<file path="src/rtl/stream_mux_pkg.sv">
// Shared definitions for the round-robin stream multiplexer.
//   MODE_RR / MODE_FIXED : encodings of the mode input
//   next_ptr(cur, n)     : increment with wrap at n-1 (n need not be a power of two)
package stream_mux_pkg;

    localparam logic MODE_RR    = 1'b0;
    localparam logic MODE_FIXED = 1'b1;

    // Advance a channel index by one, returning to zero after the last channel.
    function automatic int unsigned next_ptr(input int unsigned cur, input int unsigned n);
        int unsigned nxt_s;
        if (cur + 32'd1 >= n) begin
            nxt_s = 32'd0;
        end else begin
            nxt_s = cur + 32'd1;
        end
        return nxt_s;
    endfunction

endpackage

</file>
<file path="src/rtl/rr_arbiter.sv">
// Combinational rotating-priority arbiter.
//   req       : per-channel requests
//   ptr       : highest-priority channel this cycle (must be < N)
//   en        : when low, nothing is granted
//   grant     : one-hot grant, or all zero
//   grant_idx : index of the granted channel (0 when nothing is granted)
// The fixed-select path reuses this block by presenting a request vector
// with at most one bit set, so the rotation has no effect there.
module rr_arbiter #(
    parameter int N = 4
) (
    input  logic [N-1:0]         req,
    input  logic [$clog2(N)-1:0] ptr,
    input  logic                 en,
    output logic [N-1:0]         grant,
    output logic [$clog2(N)-1:0] grant_idx
);

    localparam int SELW = $clog2(N);

    logic found_s;

    // Scan ptr, ptr+1, ... wrapping at N-1, and grant the first requester.
    always_comb begin
        grant     = '0;
        grant_idx = '0;
        found_s   = 1'b0;
        for (int k = 0; k < N; k++) begin
            int idx;
            idx = int'(ptr) + k;
            if (idx >= N) begin
                idx = idx - N;
            end else begin
                idx = idx;
            end
            if (en && !found_s && req[idx]) begin
                grant[idx] = 1'b1;
                grant_idx  = SELW'(idx);
                found_s    = 1'b1;
            end else begin
                found_s = found_s;
            end
        end
    end

endmodule

</file>
<file path="src/rtl/stream_mux_rr.sv">
// N-channel valid/ready stream multiplexer with a registered output slot.
//   clk, rst_n          : clock, asynchronous active-low reset
//   in_data/in_valid    : N input streams, channel i at in_data[i*WIDTH +: WIDTH]
//   in_ready            : per-channel ready, combinational from in_valid/out_ready
//   mode, select        : 0 = round-robin, 1 = fixed channel 'select'
//   out_data/out_chan   : registered word and the channel it came from
//   out_valid/out_ready : output handshake
// The slot refills in the same cycle it drains, giving one word per cycle.
module stream_mux_rr
    import stream_mux_pkg::*;
#(
    parameter int WIDTH = 8,
    parameter int N     = 4,
    parameter int SELW  = $clog2(N)
) (
    input  logic               clk,
    input  logic               rst_n,
    input  logic [N*WIDTH-1:0] in_data,
    input  logic [N-1:0]       in_valid,
    output logic [N-1:0]       in_ready,
    input  logic               mode,
    input  logic [SELW-1:0]    select,
    output logic [WIDTH-1:0]   out_data,
    output logic [SELW-1:0]    out_chan,
    output logic               out_valid,
    input  logic               out_ready
);

    logic [WIDTH-1:0] out_data_r;
    logic [SELW-1:0]  out_chan_r;
    logic             out_valid_r;
    logic [SELW-1:0]  ptr_r;

    logic             load_en_s;
    logic [N-1:0]     sel_mask_s;
    logic [N-1:0]     req_s;
    logic [N-1:0]     grant_s;
    logic [SELW-1:0]  grant_idx_s;
    logic             xfer_s;
    logic [WIDTH-1:0] mux_data_s;

    assign load_en_s = !out_valid_r || out_ready;

    // Decode select into a one-hot mask; an out-of-range select matches nothing.
    always_comb begin
        sel_mask_s = '0;
        for (int i = 0; i < N; i++) begin
            if (select == SELW'(i)) begin
                sel_mask_s[i] = 1'b1;
            end else begin
                sel_mask_s[i] = 1'b0;
            end
        end
    end

    // Fixed mode narrows the request vector to the selected channel.
    always_comb begin
        if (mode == MODE_FIXED) begin
            req_s = in_valid & sel_mask_s;
        end else begin
            req_s = in_valid;
        end
    end

    rr_arbiter #(
        .N(N)
    ) u_arb (
        .req       (req_s),
        .ptr       (ptr_r),
        .en        (load_en_s),
        .grant     (grant_s),
        .grant_idx (grant_idx_s)
    );

    // rst_n gates ready so no handshake is offered while the block is held in reset.
    assign in_ready = grant_s & {N{load_en_s & rst_n}};
    assign xfer_s   = |(in_ready & in_valid);

    // AND-OR data selection over the one-hot grant.
    always_comb begin
        mux_data_s = '0;
        for (int i = 0; i < N; i++) begin
            mux_data_s = mux_data_s | (in_data[i*WIDTH +: WIDTH] & {WIDTH{grant_s[i]}});
        end
    end

    // Output slot and round-robin pointer.
    always_ff @(posedge clk or negedge rst_n) begin
        if (!rst_n) begin
            out_data_r  <= '0;
            out_chan_r  <= '0;
            out_valid_r <= 1'b0;
            ptr_r       <= '0;
        end else begin
            if (xfer_s) begin
                out_data_r  <= mux_data_s;
                out_chan_r  <= grant_idx_s;
                out_valid_r <= 1'b1;
                if (mode == MODE_RR) begin
                    ptr_r <= SELW'(next_ptr(32'(grant_idx_s), N));
                end else begin
                    ptr_r <= ptr_r;
                end
            end else if (out_ready) begin
                out_valid_r <= 1'b0;
            end else begin
                out_valid_r <= out_valid_r;
            end
        end
    end

    assign out_data  = out_data_r;
    assign out_chan  = out_chan_r;
    assign out_valid = out_valid_r;

endmodule

</file>
<file path="config.mk">
export PLATFORM = sky130hd
export DESIGN_NAME = stream_mux_rr
export DESIGN_NICKNAME = d
export VERILOG_FILES = /design/src/rtl/stream_mux_pkg.sv /design/src/rtl/rr_arbiter.sv /design/src/rtl/stream_mux_rr.sv
export SDC_FILE = /design/constraint.sdc
export NUM_CORES = 1
export LEC_CHECK = 0
export CAP_MARGIN = 5
export CORE_MARGIN = 10
export CORE_UTILIZATION = 35
export DETAILED_ROUTE_END_ITERATION = 10
export PLACE_DENSITY = 0.73
export SYNTH_ARGS = -nofsm -noshare
export SYNTH_HDL_FRONTEND = slang
export SYNTH_SLANG_ARGS = --single-unit
</file>
<file path="constraint.sdc">
create_clock -name clk -period 5.72 [get_ports clk]
set_input_delay 1.144 -clock clk [delete_from_list [all_inputs] [get_ports clk]]
set_output_delay 1.144 -clock clk [all_outputs]
set_load 0.05 [all_outputs]
</file>
Word-level counts from Yosys, hierarchy flattened
Index checks and enable logic that the tools add are counted.
{"block": "word_totals", "inputBits": 42, "reg_bits": 13}
{"block": "classes", "n_eq_ne": 3, "add_sub_neg": 8, "n_reduce_logical": 20, "magnitude_cmp": 13, "n_bitwise": 15, "mux": 43}
{"cell": "32-bit by 1-bit greater-or-equal comparator with 1-bit output (second input constant)", "count": 4}
{"cell": "32-bit by 4-bit < comparator with 1-bit output (second input constant)", "count": 4}
{"cell": "32-bit 2-to-1 mux", "count": 4}
{"cell": "32-bit by 4-bit greater-or-equal comparator with 1-bit output (second input constant)", "count": 3}
{"cell": "32-bit by 4-bit subtractor with 32-bit output (second input constant)", "count": 3}
{"cell": "8-bit bitwise AND", "count": 4}
{"cell": "8-bit OR", "count": 3}
{"cell": "1-bit 2-to-1 mux", "count": 21}
{"cell": "4-bit 2-to-1 mux", "count": 5}
{"cell": "4-bit bitwise AND", "count": 3}
{"cell": "4-bit OR", "count": 3}
{"cell": "1-bit logical AND", "count": 11}
{"cell": "2-bit 2-to-1 mux", "count": 5}
{"cell": "1-bit binary-select mux with 2-bit select", "count": 4}
{"cell": "1-bit demux with 2-bit select", "count": 4}
{"cell": "2-bit by 1-bit adder with 3-bit output (second input constant)", "count": 2}
{"cell": "2-bit by 2-bit adder with 3-bit output (second input constant)", "count": 2}
{"cell": "2-bit == test (second input constant)", "count": 2}
{"cell": "1-bit logical NOT", "count": 4}
{"cell": "4-bit OR reduction", "count": 1}
{"cell": "2-bit by 3-bit subtractor with 4-bit output (second input constant)", "count": 1}
{"cell": "2-bit by 3-bit greater-or-equal comparator with 1-bit output (second input constant)", "count": 1}
{"cell": "3-bit greater-or-equal comparator (second input constant)", "count": 1}
{"cell": "2-bit by 1-bit == test with 1-bit output (second input constant)", "count": 1}
{"cell": "other kinds (6)", "count": 6}

Logic depth before layout (Yosys ltp)
Gate-level depths: netlist of run 1.
{"block": "logic_depth", "word_depth": 25, "mapped_depth": 10}

Cells and area by module
Synthesis of run 1 repeated with hierarchy kept, for this count alone.
{"block": "hier_totals", "hier_cells": 137, "hier_area_um2": 1405.1}
{"module": "stream_mux_rr", "instances": 1, "seq_area_each_um2": 325.3, "cells_each": 77, "area_each_um2": 865.8}
{"module": "rr_arbiter", "instances": 1, "seq_area_each_um2": 0.0, "cells_each": 60, "area_each_um2": 539.3}

Least setup slack after synthesis of run 1
Ideal clock, no wire load.
{"block": "synth_path", "path_type": "input to output", "from": "input port select[0]", "to": "output port in_ready[1]", "slack_ps": 1177, "required_ps": 4576, "path_buffers": 0, "arrival_time_ps": 3399, "stages": 5, "path_cell_list": "or4b_1 > o211ai_1 > mux2_4 > nand4_1 > a31oi_1"}
{"block": "synth_between", "elab_chain_len": 22, "word_cells_on_any_way": 43, "classes_between": "eq/ne: 3; mux: 24; bitwise: 5; reduce/logical: 11"}
{"item": "from (decl)", "line_no": "stream_mux_rr.sv:22", "rtl": "input logic [SELW-1:0] select,"}
{"item": "2-bit by 1-bit == test with 1-bit output (tied with other cells)", "line_no": "stream_mux_rr.sv:48", "rtl": "if (select == SELW'(i)) begin"}
{"item": "1-bit 2-to-1 mux", "line_no": "stream_mux_rr.sv:48"}
{"item": "4-bit bitwise AND *", "line_no": "stream_mux_rr.sv:59", "rtl": "req_s = in_valid & sel_mask_s;"}
{"item": "4-bit 2-to-1 mux *", "line_no": "stream_mux_rr.sv:58", "rtl": "if (mode == MODE_FIXED) begin"}
{"item": "1-bit binary-select mux with 2-bit select", "line_no": "rr_arbiter.sv:36", "rtl": "if (en && !found_s && req[idx]) begin"}
{"item": "1-bit 2-to-1 mux (not written as such) (2 in a row)", "line_no": "rr_arbiter.sv:36"}
{"item": "1-bit logical AND", "line_no": "rr_arbiter.sv:36"}
{"item": "1-bit 2-to-1 mux", "line_no": "rr_arbiter.sv:36"}
{"item": "(+3 left out)"}
{"item": "1-bit 2-to-1 mux", "line_no": "rr_arbiter.sv:36"}
{"item": "1-bit logical NOT", "line_no": "rr_arbiter.sv:36"}
{"item": "1-bit logical AND (2 in a row)", "line_no": "rr_arbiter.sv:36"}
{"item": "1-bit 2-to-1 mux", "line_no": "rr_arbiter.sv:36"}
{"item": "1-bit logical NOT", "line_no": "rr_arbiter.sv:36"}
{"item": "1-bit logical AND (2 in a row)", "line_no": "rr_arbiter.sv:36"}
{"item": "4-bit 2-to-1 mux *", "line_no": "rr_arbiter.sv:36"}
{"item": "4-bit bitwise AND *", "line_no": "stream_mux_rr.sv:76", "rtl": "assign in_ready = grant_s & {N{load_en_s & rst_n}};"}
{"item": "to (decl)", "line_no": "stream_mux_rr.sv:20", "rtl": "output logic [N-1:0] in_ready,"}
Every way passes the cells marked *; elsewhere a longest branch is shown, timed or not. The select of a mux whose other input is x is not followed.

Final worst setup path of run 1
{"block": "layout_path", "from": "input port select[0]", "to": "output port in_ready[2]"}
The elaborated chain is that of the path after synthesis.

==> results of run 1 <==
## synth_stat cells, types with 3 or more instances
cell type	number
mux2_4	3
a31oi_1	27
o211ai_1	3
mux2i_1	14
dfrtp_1	13
nor2_1	3
nand4b_1	3
nand2_1	3
nand4_1	5
ha_1	8
a21oi_1	4
a2111oi_0	8
o2111ai_2	4
nand4bb_1	3
inv_1	40
## worst register-to-register path: stages (launching register included)
cell and delay, ns:
dfrtp_1 0.73, inv_1 0.30, ha_1 0.45, inv_1 0.22, mux2_4 0.38, a32oi_4 0.44, a31oi_2 0.20, o41ai_4 0.83
mux2_1 0.38
## layout by cell type (no fill, tap or decap), types with 2 or more instances in the layout
master           synthesis  final
clkdlybuf4s50_1          0     55
inv_1                   40     40
a31oi_1                 27     27
mux2i_1                 14     14
dfrtp_1                 13     13
a2111oi_0                8      8
ha_1                     8      8
nand4_1                  5      5
buf_4                    0      5
o2111ai_2                4      4
a21oi_1                  4      4
nand2_1                  3      3
nand4bb_1                3      3
nand4b_1                 3      3
mux2_4                   3      3
o211ai_1                 3      3
nor2_1                   3      3
clkbuf_8                 0      3
o2111ai_1                2      2
o211ai_2                 2      2
nand3_1                  2      2
nor3b_4                  2      2
a32oi_4                  2      2
a31oi_2                  2      2
## per-stage QoR
step | std cells | hold slack, ns
2_1_floorplan | 174 | 0.741
3_3_place_gp | 282 | 0.474
3_5_place_dp | 282 | 0.485
4_1_cts | 286 | 0.497
5_1_grt | 286 | 0.523
6_report | 286 | 0.492
## cells by family after synthesis
family | count (synthesis) | share of synthesized area, %
xor+xnor | 1 | 0.537
simple gates | 27 | 12.6
flops | 13 | 20.0
compound gates | 62 | 36.8
fa+ha+maj | 8 | 6.14
mux | 19 | 12.9
buf+inv | 44 | 11.1
## report_power, final
group | internal (W) | total, W | switching, W | leakage [nW]
Combinational | 0.000357 | 0.000930 | 0.000573 | 0.835
Clock | 0.0000489 | 0.0000770 | 0.0000281 | 0.0228
Sequential | 0.000138 | 0.000187 | 0.0000485 | 0.159
Total | 0.000544 | 0.00119 | 0.000649 | 1.02
## flip-flops by register name, indices dropped and copies added (netlist names), named ones only
| register | count |
|---|---|
| out_valid | 1 |
| out_data | 8 |
| out_chan | 2 |
| ptr_r | 1 |
## final cells by class
class	count	area, um^2
Clock buffer	4	45.0
Fill cell	411	2150
Inverter	40	150
Multi-Input combinational cell	117	1120
Sequential cell	13	325
Tap cell	52	65.1
Timing Repair Buffer	60	588
## metal layers
metal	share of wire, %	up-vias
met5	0	-
met1	43	783
met3	3.5	14
li1	-	792
met4	3.8	0
met2	50	50
## final timing paths
path / depth (start not counted) / endpoint / startpoint
setup / recovery: 8 / in_ready[2] / select[0]
hold / removal: 1 / out_chan[0] / out_chan[0]
setup reg to reg: 8 / out_chan[0] / flip-flop
hold reg to reg: 1 / out_chan[0] / out_chan[0]
max in group asynchronous: 2 / out_data[4] / rst_n
min in group asynchronous: 2 / out_valid / rst_n
==> flow_metrics.env, run 1 <==
export IMPL_status="completed"
export IMPL_worstPathMaxFanout=9
export IMPL_crit_chain="clkdlybuf4s50_1, or4b_1, o2111ai_2, and3_1, nand2_1, nand4_1, and2_1, clkdlybuf4s50_1"
export IMPL_synth_top_area_share_pct=20.0
export IMPL_worst_path_largest_cell_delay_ns=0.80
export IMPL_timing_critical_path_to_type="primary output"
export IMPL_ratio_of_routed_vias_to_standard_cells=5.73
export IMPL_clkSlewWorstSetupHoldPaths_ns=0.05
export IMPL_antenna_left=0
export IMPL_report_final_hold_viol_count=0
export IMPL_critical_path_arrival_ns=4.12
export IMPL_mappedNetlistNets=224
export IMPL_async_sr_flop_fraction_pct=100
export IMPL_gr_usage_all_layers_pct=12.5
export IMPL_path_delay_family="simple AND/OR/NAND/NOR gates"
export IMPL_final_max_slew_viol_count=0
export IMPL_totalNegativeSetupSlack_ns=0
export IMPL_cts_root_buffer="clkbuf_8"
export IMPL_area_delta_synth_final_pct=40.9
export IMPL_place_congestion=0.893
export IMPL_antenna_diode_count=0
export IMPL_die_span_x_um=88.3
export IMPL_tritoncts="yes"
export IMPL_yosys_cell_types_count=41
export IMPL_synth_ff_latch_count=13
export IMPL_placed_wire_length_estimate_after_detailed_placement_mm=4.26
export IMPL_power_density_nw_per_um2=519
export IMPL_dieArea_um2=7790
export IMPL_initialDrtViolationCount=75
export IMPL_timing_final_ws_setup_ns=0.460
export IMPL_layout_min_cycle_time_ns=5.26
export IMPL_synth_top_cells_by_area="dfrtp_1 20%, a31oi_1 10%, inv_1 9.2%"
export IMPL_synth_area_per_cell_um2=9.37
export IMPL_drc=0
export IMPL_reg2reg_slack_ns=1.68
export IMPL_worst_clock_skew_ns=0.000842
export IMPL_ys_warnings_count=0
export IMPL_cts_path_max_buffers=2
export IMPL_ys_flop_type="dfrtp_1"
export IMPL_final_core_utilization_pct=51.7
export IMPL_grt_met1_use_pct=16.6
export IMPL_report_final_setup_viol=0
export IMPL_final_cell_area_um2=2300
export IMPL_post_cts_resize_count=0
export IMPL_grt_busiest_layer="met2"
export IMPL_peakVddDrop_mv=0.203
export IMPL_number_of_antenna_violations_at_the_first_check_in_global_routing=0
export IMPL_min_path_type="reg2reg"
export IMPL_power_static_leakage_nw=1.02
export IMPL_synth_area_um2=1630
export IMPL_synth_yosys_seq_area_share_pct=20.0
export IMPL_met3_usage_pct=0.643
export IMPL_die_h_um=88.3
export IMPL_tightest_pin_transition_ns=0.886
export IMPL_grt_setup_unrepaired="false"
export IMPL_final_layout_size_suffix_gt1_share_pct=12.4
export IMPL_wirelength_mm=5.07
export IMPL_cts_hold_buffers=0
export IMPL_largest_net_degree_at_the_start_of_global_routing=19
export IMPL_ioPinCount=57
export IMPL_routed_via_count=1639
export IMPL_grt_pass1_wl_mm=8.02
export IMPL_timing_critical_path_buf_inv=2
export IMPL_grt_pass1_vias=1568
export IMPL_crit_required_ns=4.58
export IMPL_fp_coreArea_um2=4440
export IMPL_start_util_pct=36.7
export IMPL_num_rows=24
export IMPL_first_pass_iters=4
export IMPL_dp_slack_ns=0.467
export IMPL_fin_nets=285
export IMPL_post_cts_repair_setup_buffers=0
export IMPL_post_synth_inst_count=174
export IMPL_fin_total_pwr_w=0.00119
export IMPL_finalCritPeriodShare_pct=92.0
export IMPL_io_buffers=56
export IMPL_groute_layer_met2_usage_pct=20.3
export IMPL_clkSinkCount=13
export IMPL_setup_worst_path_class="in2out"
export IMPL_global_route_overflow_total=0
export IMPL_timing_slew_headroom_pct=40.7
export IMPL_cp_slowest_cell="clkdlybuf4s50_1"
export IMPL_wire_per_inst_um=17.7
export IMPL_clock_insertion_delay_worst_skew_ns=0.23
export IMPL_maxCapViolCount=0
export IMPL_setup_worst_path_start_class="input port"
export IMPL_placed_instance_area_um2=2250
export IMPL_synth_top_area_cell="dfrtp_1"
export IMPL_number_of_cts_inserted_buffers=3
export IMPL_post_synth_edffs=0
export IMPL_htree_levels=1
export IMPL_cp_common_cell="clkdlybuf4s50_1"
export IMPL_timing_fmax_mhz=190
Note: power is estimated with default switching activity, not from simulation.
==> inputs of run 2 (changes only) <==
Settings changed: CAP_MARGIN 5 to 20, MAX_ROUTING_LAYER from default to met4.
==> flow_metrics.env, run 2 (synthesis results as in run 1) <==
export IMPL_io_buffers=56
export IMPL_hold_depth=1
export IMPL_timing_critical_path_from="select[0]"
export IMPL_start_util_pct=36.7
export IMPL_cts_hold_buffers=0
export IMPL_min_path_type="reg2reg"
export IMPL_post_cts_resize_count=0
export IMPL_peakVddDrop_mv=0.203
export IMPL_cp_slowest_cell="clkdlybuf4s50_1"
export IMPL_timing_slew_headroom_pct=40.7
export IMPL_antenna_left=0
export IMPL_grt_pass1_vias=1571
export IMPL_power_density_nw_per_um2=520
export IMPL_clock_insertion_delay_worst_skew_ns=0.23
export IMPL_die_span_x_um=88.3
export IMPL_final_layout_size_suffix_gt1_share_pct=12.4
export IMPL_timing_critical_path_to_type="primary output"
export IMPL_crit_required_ns=4.58
export IMPL_clkSlewWorstSetupHoldPaths_ns=0.05
export IMPL_die_h_um=88.3
export IMPL_power_static_leakage_nw=1.02
export IMPL_worst_clock_skew_ns=0.00128
export IMPL_largest_net_degree_at_the_start_of_global_routing=19
export IMPL_place_congestion=0.908
export IMPL_report_final_setup_viol=0
export IMPL_wirelength_mm=5.07
export IMPL_status="completed"
export IMPL_fin_nets=285
export IMPL_largest_register_ffs=8
export IMPL_timing_final_ws_setup_ns=0.460
export IMPL_clkSinkCount=13
export IMPL_timing_fmax_mhz=190
export IMPL_grt_pass1_wl_mm=8.03
export IMPL_holdPathEnd="out_chan[0]"
export IMPL_worst_hold_startpoint="out_chan[0]"
export IMPL_setup_worst_path_start_class="input port"
export IMPL_cp_common_cell="clkdlybuf4s50_1"
export IMPL_setup_worst_path_class="in2out"
export IMPL_drc=0
export IMPL_critical_path_arrival_ns=4.12
export IMPL_worstPathMaxFanout=9
export IMPL_dieArea_um2=7790
export IMPL_report_final_hold_viol_count=0
export IMPL_post_cts_repair_setup_buffers=0
export IMPL_worst_case_reg_to_reg_path_depth=8
export IMPL_ratio_of_routed_vias_to_standard_cells=5.72
export IMPL_global_route_overflow_total=0
export IMPL_wire_per_inst_um=17.7
export IMPL_area_delta_synth_final_pct=40.9
export IMPL_tightest_pin_transition_ns=0.887
export IMPL_dp_slack_ns=0.467
export IMPL_grt_setup_unrepaired="false"
export IMPL_finalCritPeriodShare_pct=92.0
export IMPL_placed_wire_length_estimate_after_detailed_placement_mm=4.26
export IMPL_final_hold_worst_slack_ns=0.492
export IMPL_layout_min_cycle_time_ns=5.26
export IMPL_layout_cells_most_common_list="55 x clkdlybuf4s50_1, 40 x inv_1, 27 x a31oi_1"
export IMPL_tritoncts="yes"
export IMPL_num_rows=24
export IMPL_routed_via_count=1635
export IMPL_number_of_cts_inserted_buffers=3
export IMPL_reg2reg_slack_ns=1.67
export IMPL_gr_usage_all_layers_pct=12.9
export IMPL_maxCapViolCount=0
export IMPL_initialDrtViolationCount=75
export IMPL_final_max_slew_viol_count=0
export IMPL_htree_levels=1
export IMPL_fp_coreArea_um2=4440
export IMPL_cts_path_max_buffers=2
export IMPL_reg2reg_to="out_chan[0]"
export IMPL_worst_path_largest_cell_delay_ns=0.80
export IMPL_mostFrequentLayoutCell="clkdlybuf4s50_1"
export IMPL_first_pass_iters=4
export IMPL_crit_chain="clkdlybuf4s50_1, or4b_1, o2111ai_2, and3_1, nand2_1, nand4_1, and2_1, clkdlybuf4s50_1"
export IMPL_cts_root_buffer="clkbuf_8"
export IMPL_ioPinCount=57
export IMPL_antenna_diode_count=0
export IMPL_number_of_antenna_violations_at_the_first_check_in_global_routing=0
export IMPL_placed_instance_area_um2=2250
export IMPL_final_cell_area_um2=2300
export IMPL_totalNegativeSetupSlack_ns=0
## run 2: cell counts in the layout (fill, tap and decap cells not counted)
Identical to the previous run, type by type.
## run 2: power breakdown
group          switching [W]   total, W  internal, W
registers          0.0000483   0.000186     0.000138
clock network      0.0000280  0.0000768    0.0000489
logic               0.000573   0.000930     0.000357
## run 2: worst max-delay path by stage
stage	end	slack, ns	cells after the start
after detailed placement	in_ready[2]	0.47	8
after floorplan	in_ready[1]	1.18	5
after global placement	in_ready[2]	0.49	8
final	in_ready[2]	0.46	8
after global routing	in_ready[2]	0.28	8
after CTS	in_ready[2]	0.47	8
## run 2: per-stage QoR
| step | instances | total power [W] | util, % |
|---|---|---|---|
| 4_1_cts | 286 | 0.00120 | 51.7 |
| 3_5_place_dp | 282 | 0.00112 | 50.7 |
| 5_1_grt | 286 | 0.00128 | 51.7 |
| 3_3_place_gp | 282 | 0.00110 | 50.7 |
| 2_1_floorplan | 174 | 0.000876 | - |
| 6_report | 286 | 0.00119 | 51.7 |
## run 2: final cells by class
cell class | count | area (um^2)
Multi-Input combinational cell | 117 | 1120
Fill cell | 411 | 2150
Clock buffer | 4 | 45.0
Inverter | 40 | 150
Sequential cell | 13 | 325
Tap cell | 52 | 65.1
Timing Repair Buffer | 60 | 588
## run 2: per-layer routing
layer / vias to the layer above / wire (um) / GRT usage [%]
met3: 14 / 194 / 0.643
li1: 793 / - / -
met4: 0 / 192 / 6.17
met2: 55 / 2530 / 20.2
met5: - / 0 / -
met1: 773 / 2150 / 16.7
## run 2: critical path: cells and delay by family
family	cells	cell delay [ns]
AO/OA/AOI/OAI	1	0.15
buffers and inverters	2	1.32
AND/OR/NAND/NOR	5	1.50
==> inputs of run 3 (changes only) <==
Settings changed: ABC_AREA from default to 1, CORE_MARGIN 10 to 2, PLACE_DENSITY 0.73 to 0.76.
==> flow_metrics.env, run 3 <==
export IMPL_synth_top_cells_by_area="dfrtp_1 24%, nand2_1 18%, nand3_1 13%"
export IMPL_crit_required_ns=4.58
export IMPL_largest_net_degree_at_the_start_of_global_routing=21
export IMPL_clkSlewWorstSetupHoldPaths_ns=0.05
export IMPL_timing_slew_headroom_pct=64.6
export IMPL_wirelength_met1_mm=1.54
export IMPL_timing_critical_path_to_type="primary output"
export IMPL_critical_path_arrival_ns=3.65
export IMPL_synth_top_area_share_pct=23.8
export IMPL_setup_worst_path_class="in2out"
export IMPL_place_congestion=0.928
export IMPL_cts_root_buffer="clkbuf_8"
export IMPL_synth_yosys_seq_area_share_pct=23.8
export IMPL_report_final_hold_viol_count=0
export IMPL_ys_warnings_count=0
export IMPL_mostFrequentLayoutCell="nand2_1"
export IMPL_hold_depth=2
export IMPL_mappedNetlistNets=253
export IMPL_status="completed"
export IMPL_worstPathMaxFanout=10
export IMPL_route_top_layer_used="met4"
export IMPL_htree_levels=1
export IMPL_placed_cells=306
export IMPL_reg2reg_slack_ns=2.84
export IMPL_clock_insertion_delay_worst_skew_ns=0.24
export IMPL_number_of_antenna_violations_at_the_first_check_in_global_routing=0
export IMPL_grt_setup_unrepaired="false"
export IMPL_area_delta_synth_final_pct=47.6
export IMPL_synth_area_um2=1370
export IMPL_first_pass_iters=4
export IMPL_cts_hold_buffers=0
export IMPL_power_static_leakage_nw=0.991
export IMPL_totalNegativeSetupSlack_ns=0
export IMPL_timing_fmax_mhz=209
export IMPL_power_density_nw_per_um2=554
export IMPL_post_cts_repair_setup_buffers=0
export IMPL_clkSinkCount=13
export IMPL_worst_hold_startpoint="out_chan[1]"
export IMPL_tritoncts="yes"
export IMPL_num_rows=22
export IMPL_layout_cells_most_common_list="66 x nand2_1, 56 x clkdlybuf4s50_1, 36 x nand3_1"
export IMPL_maxCapViolCount=0
export IMPL_start_util_pct=36.8
export IMPL_final_core_utilization_pct=54.3
export IMPL_route_met3_wl_um=243
export IMPL_synth_ff_latch_count=13
export IMPL_dr_wl_met2_mm=1.75
export IMPL_finish_cell_count_without_fillers=310
export IMPL_peakVddDrop_mv=0.332
export IMPL_gr_usage_all_layers_pct=17.3
export IMPL_largest_register_ffs=8
export IMPL_cts_path_max_buffers=2
export IMPL_global_route_overflow_total=0
export IMPL_grt_pass1_wl_mm=5.86
export IMPL_synth_top_area_cell="dfrtp_1"
export IMPL_wire_per_inst_um=11.5
export IMPL_setup_worst_path_start_class="input port"
export IMPL_final_max_slew_viol_count=0
export IMPL_grt_pass1_vias=1355
export IMPL_antenna_diode_count=0
export IMPL_worst_clock_skew_ns=0.00331
export IMPL_ratio_of_routed_vias_to_standard_cells=4.82
export IMPL_finalCritPeriodShare_pct=83.8
export IMPL_initialDrtViolationCount=39
export IMPL_tightest_pin_transition_ns=0.530
export IMPL_yosys_cell_count_top_type="nand2_1"
export IMPL_synthTopCellsByCount="66 x nand2_1, 36 x nand3_1, 21 x inv_1, 13 x dfrtp_1, 11 x nand2_2"
export IMPL_dieArea_um2=4420
export IMPL_timing_final_ws_setup_ns=0.925
export IMPL_ioPinCount=57
export IMPL_worst_case_reg_to_reg_path_depth=16
export IMPL_async_sr_flop_fraction_pct=100
export IMPL_io_buffers=56
export IMPL_antenna_left=0
export IMPL_fin_total_pwr_w=0.00112
export IMPL_number_of_cts_inserted_buffers=3
export IMPL_yosys_cell_types_count=21
export IMPL_count_of_filler_cells_inserted_in_the_layout=372
export IMPL_die_h_um=66.5
export IMPL_final_layout_size_suffix_gt1_share_pct=16.4
export IMPL_min_path_type="reg2reg"
export IMPL_wirelength_mm=3.56
export IMPL_post_synth_edffs=0
export IMPL_fp_coreArea_um2=3720
export IMPL_ys_flop_type="dfrtp_1"
export IMPL_dp_slack_ns=0.916
export IMPL_reg2reg_to="out_valid"
export IMPL_post_synth_inst_count=203
export IMPL_holdPathEnd="out_chan[1]"
export IMPL_die_span_x_um=66.5
export IMPL_post_cts_resize_count=0
export IMPL_fin_nets=313
export IMPL_synth_area_per_cell_um2=6.73
export IMPL_report_final_setup_viol=0
export IMPL_layout_min_cycle_time_ns=4.79
export IMPL_routed_via_count=1494
export IMPL_drc=0
export IMPL_placed_wire_length_estimate_after_detailed_placement_mm=2.86
-- run 3: cell count changes in the layout (fill, tap and decap cells not counted), moves of 9 or more --
cell / previous run / this run
nand2_2: 0 / 11
nand2_1: 3 / 66
mux2i_1: 14 / 0
nand3_1: 2 / 36
a31oi_1: 27 / 0
inv_1: 40 / 21
o21ai_2: 0 / 9
-- run 3: routing by layer --
metal,track usage (%),up-vias
li1,-,778
met1,21.5,658
met2,29.6,56
met3,2.70,2
met4,3.57,0
met5,-,-
-- run 3: cells by family after synthesis --
kind of cell | share of synthesized area [%]
AOI/OAI and AO/OA | 10.4
DFF | 23.8
adders and majority gates | 7.33
buffers and inverters | 8.97
and+or+nand+nor | 49.5
-- run 3: layout make-up --
cell class | instances | area (um^2) | area share [%]
multi-input combinational | 162 | 918 | 45.5
tap | 48 | 60.1 | 2.98
clock buffer | 4 | 45.0 | 2.23
inverter | 26 | 100 | 4.96
sequential | 13 | 325 | 16.1
timing repair buffer | 57 | 568 | 28.2
-- run 3: how the worst max path moves through the flow --
stage,end,cells after the start,slack (ns),from
after floorplan,in_ready[1],12,2.21,select[0]
after global placement,in_ready[3],14,0.96,select[1]
after detailed placement,in_ready[0],14,0.92,select[0]
after CTS,in_ready[0],14,0.91,select[0]
after global routing,in_ready[1],14,0.70,select[0]
final,in_ready[3],14,0.93,select[0]
-- run 3: worst max-delay path, cell delays in order --
cell             delay (ns)
clkdlybuf4s50_1        0.52
inv_1                  0.05
nand2_1                0.06
nand2_1                0.07
nand3_1                0.11
nand3_2                0.09
nand2_4                0.13
nand2_4                0.08
nor2_8                 0.14
nand3_1                0.10
nand3_2                0.22
nand2_1                0.08
inv_1                  0.06
clkdlybuf4s50_1        0.79
-- run 3: metrics by stage --
stage / hold slack (ns) / area (um^2)
finish: 0.468 / 2020
global route: 0.506 / 2020
CTS: 0.472 / 2020
detailed placement: 0.460 / 1970
global placement: 0.455 / 1970
floorplan: 0.610 / 1370
-- run 3: power breakdown --
group | total, W | internal [W] | leakage [nW] | switching [W]
clock network | 0.0000818 | 0.0000492 | 0.0228 | 0.0000326
logic | 0.000868 | 0.000289 | 0.803 | 0.000580
registers | 0.000167 | 0.000130 | 0.165 | 0.0000369
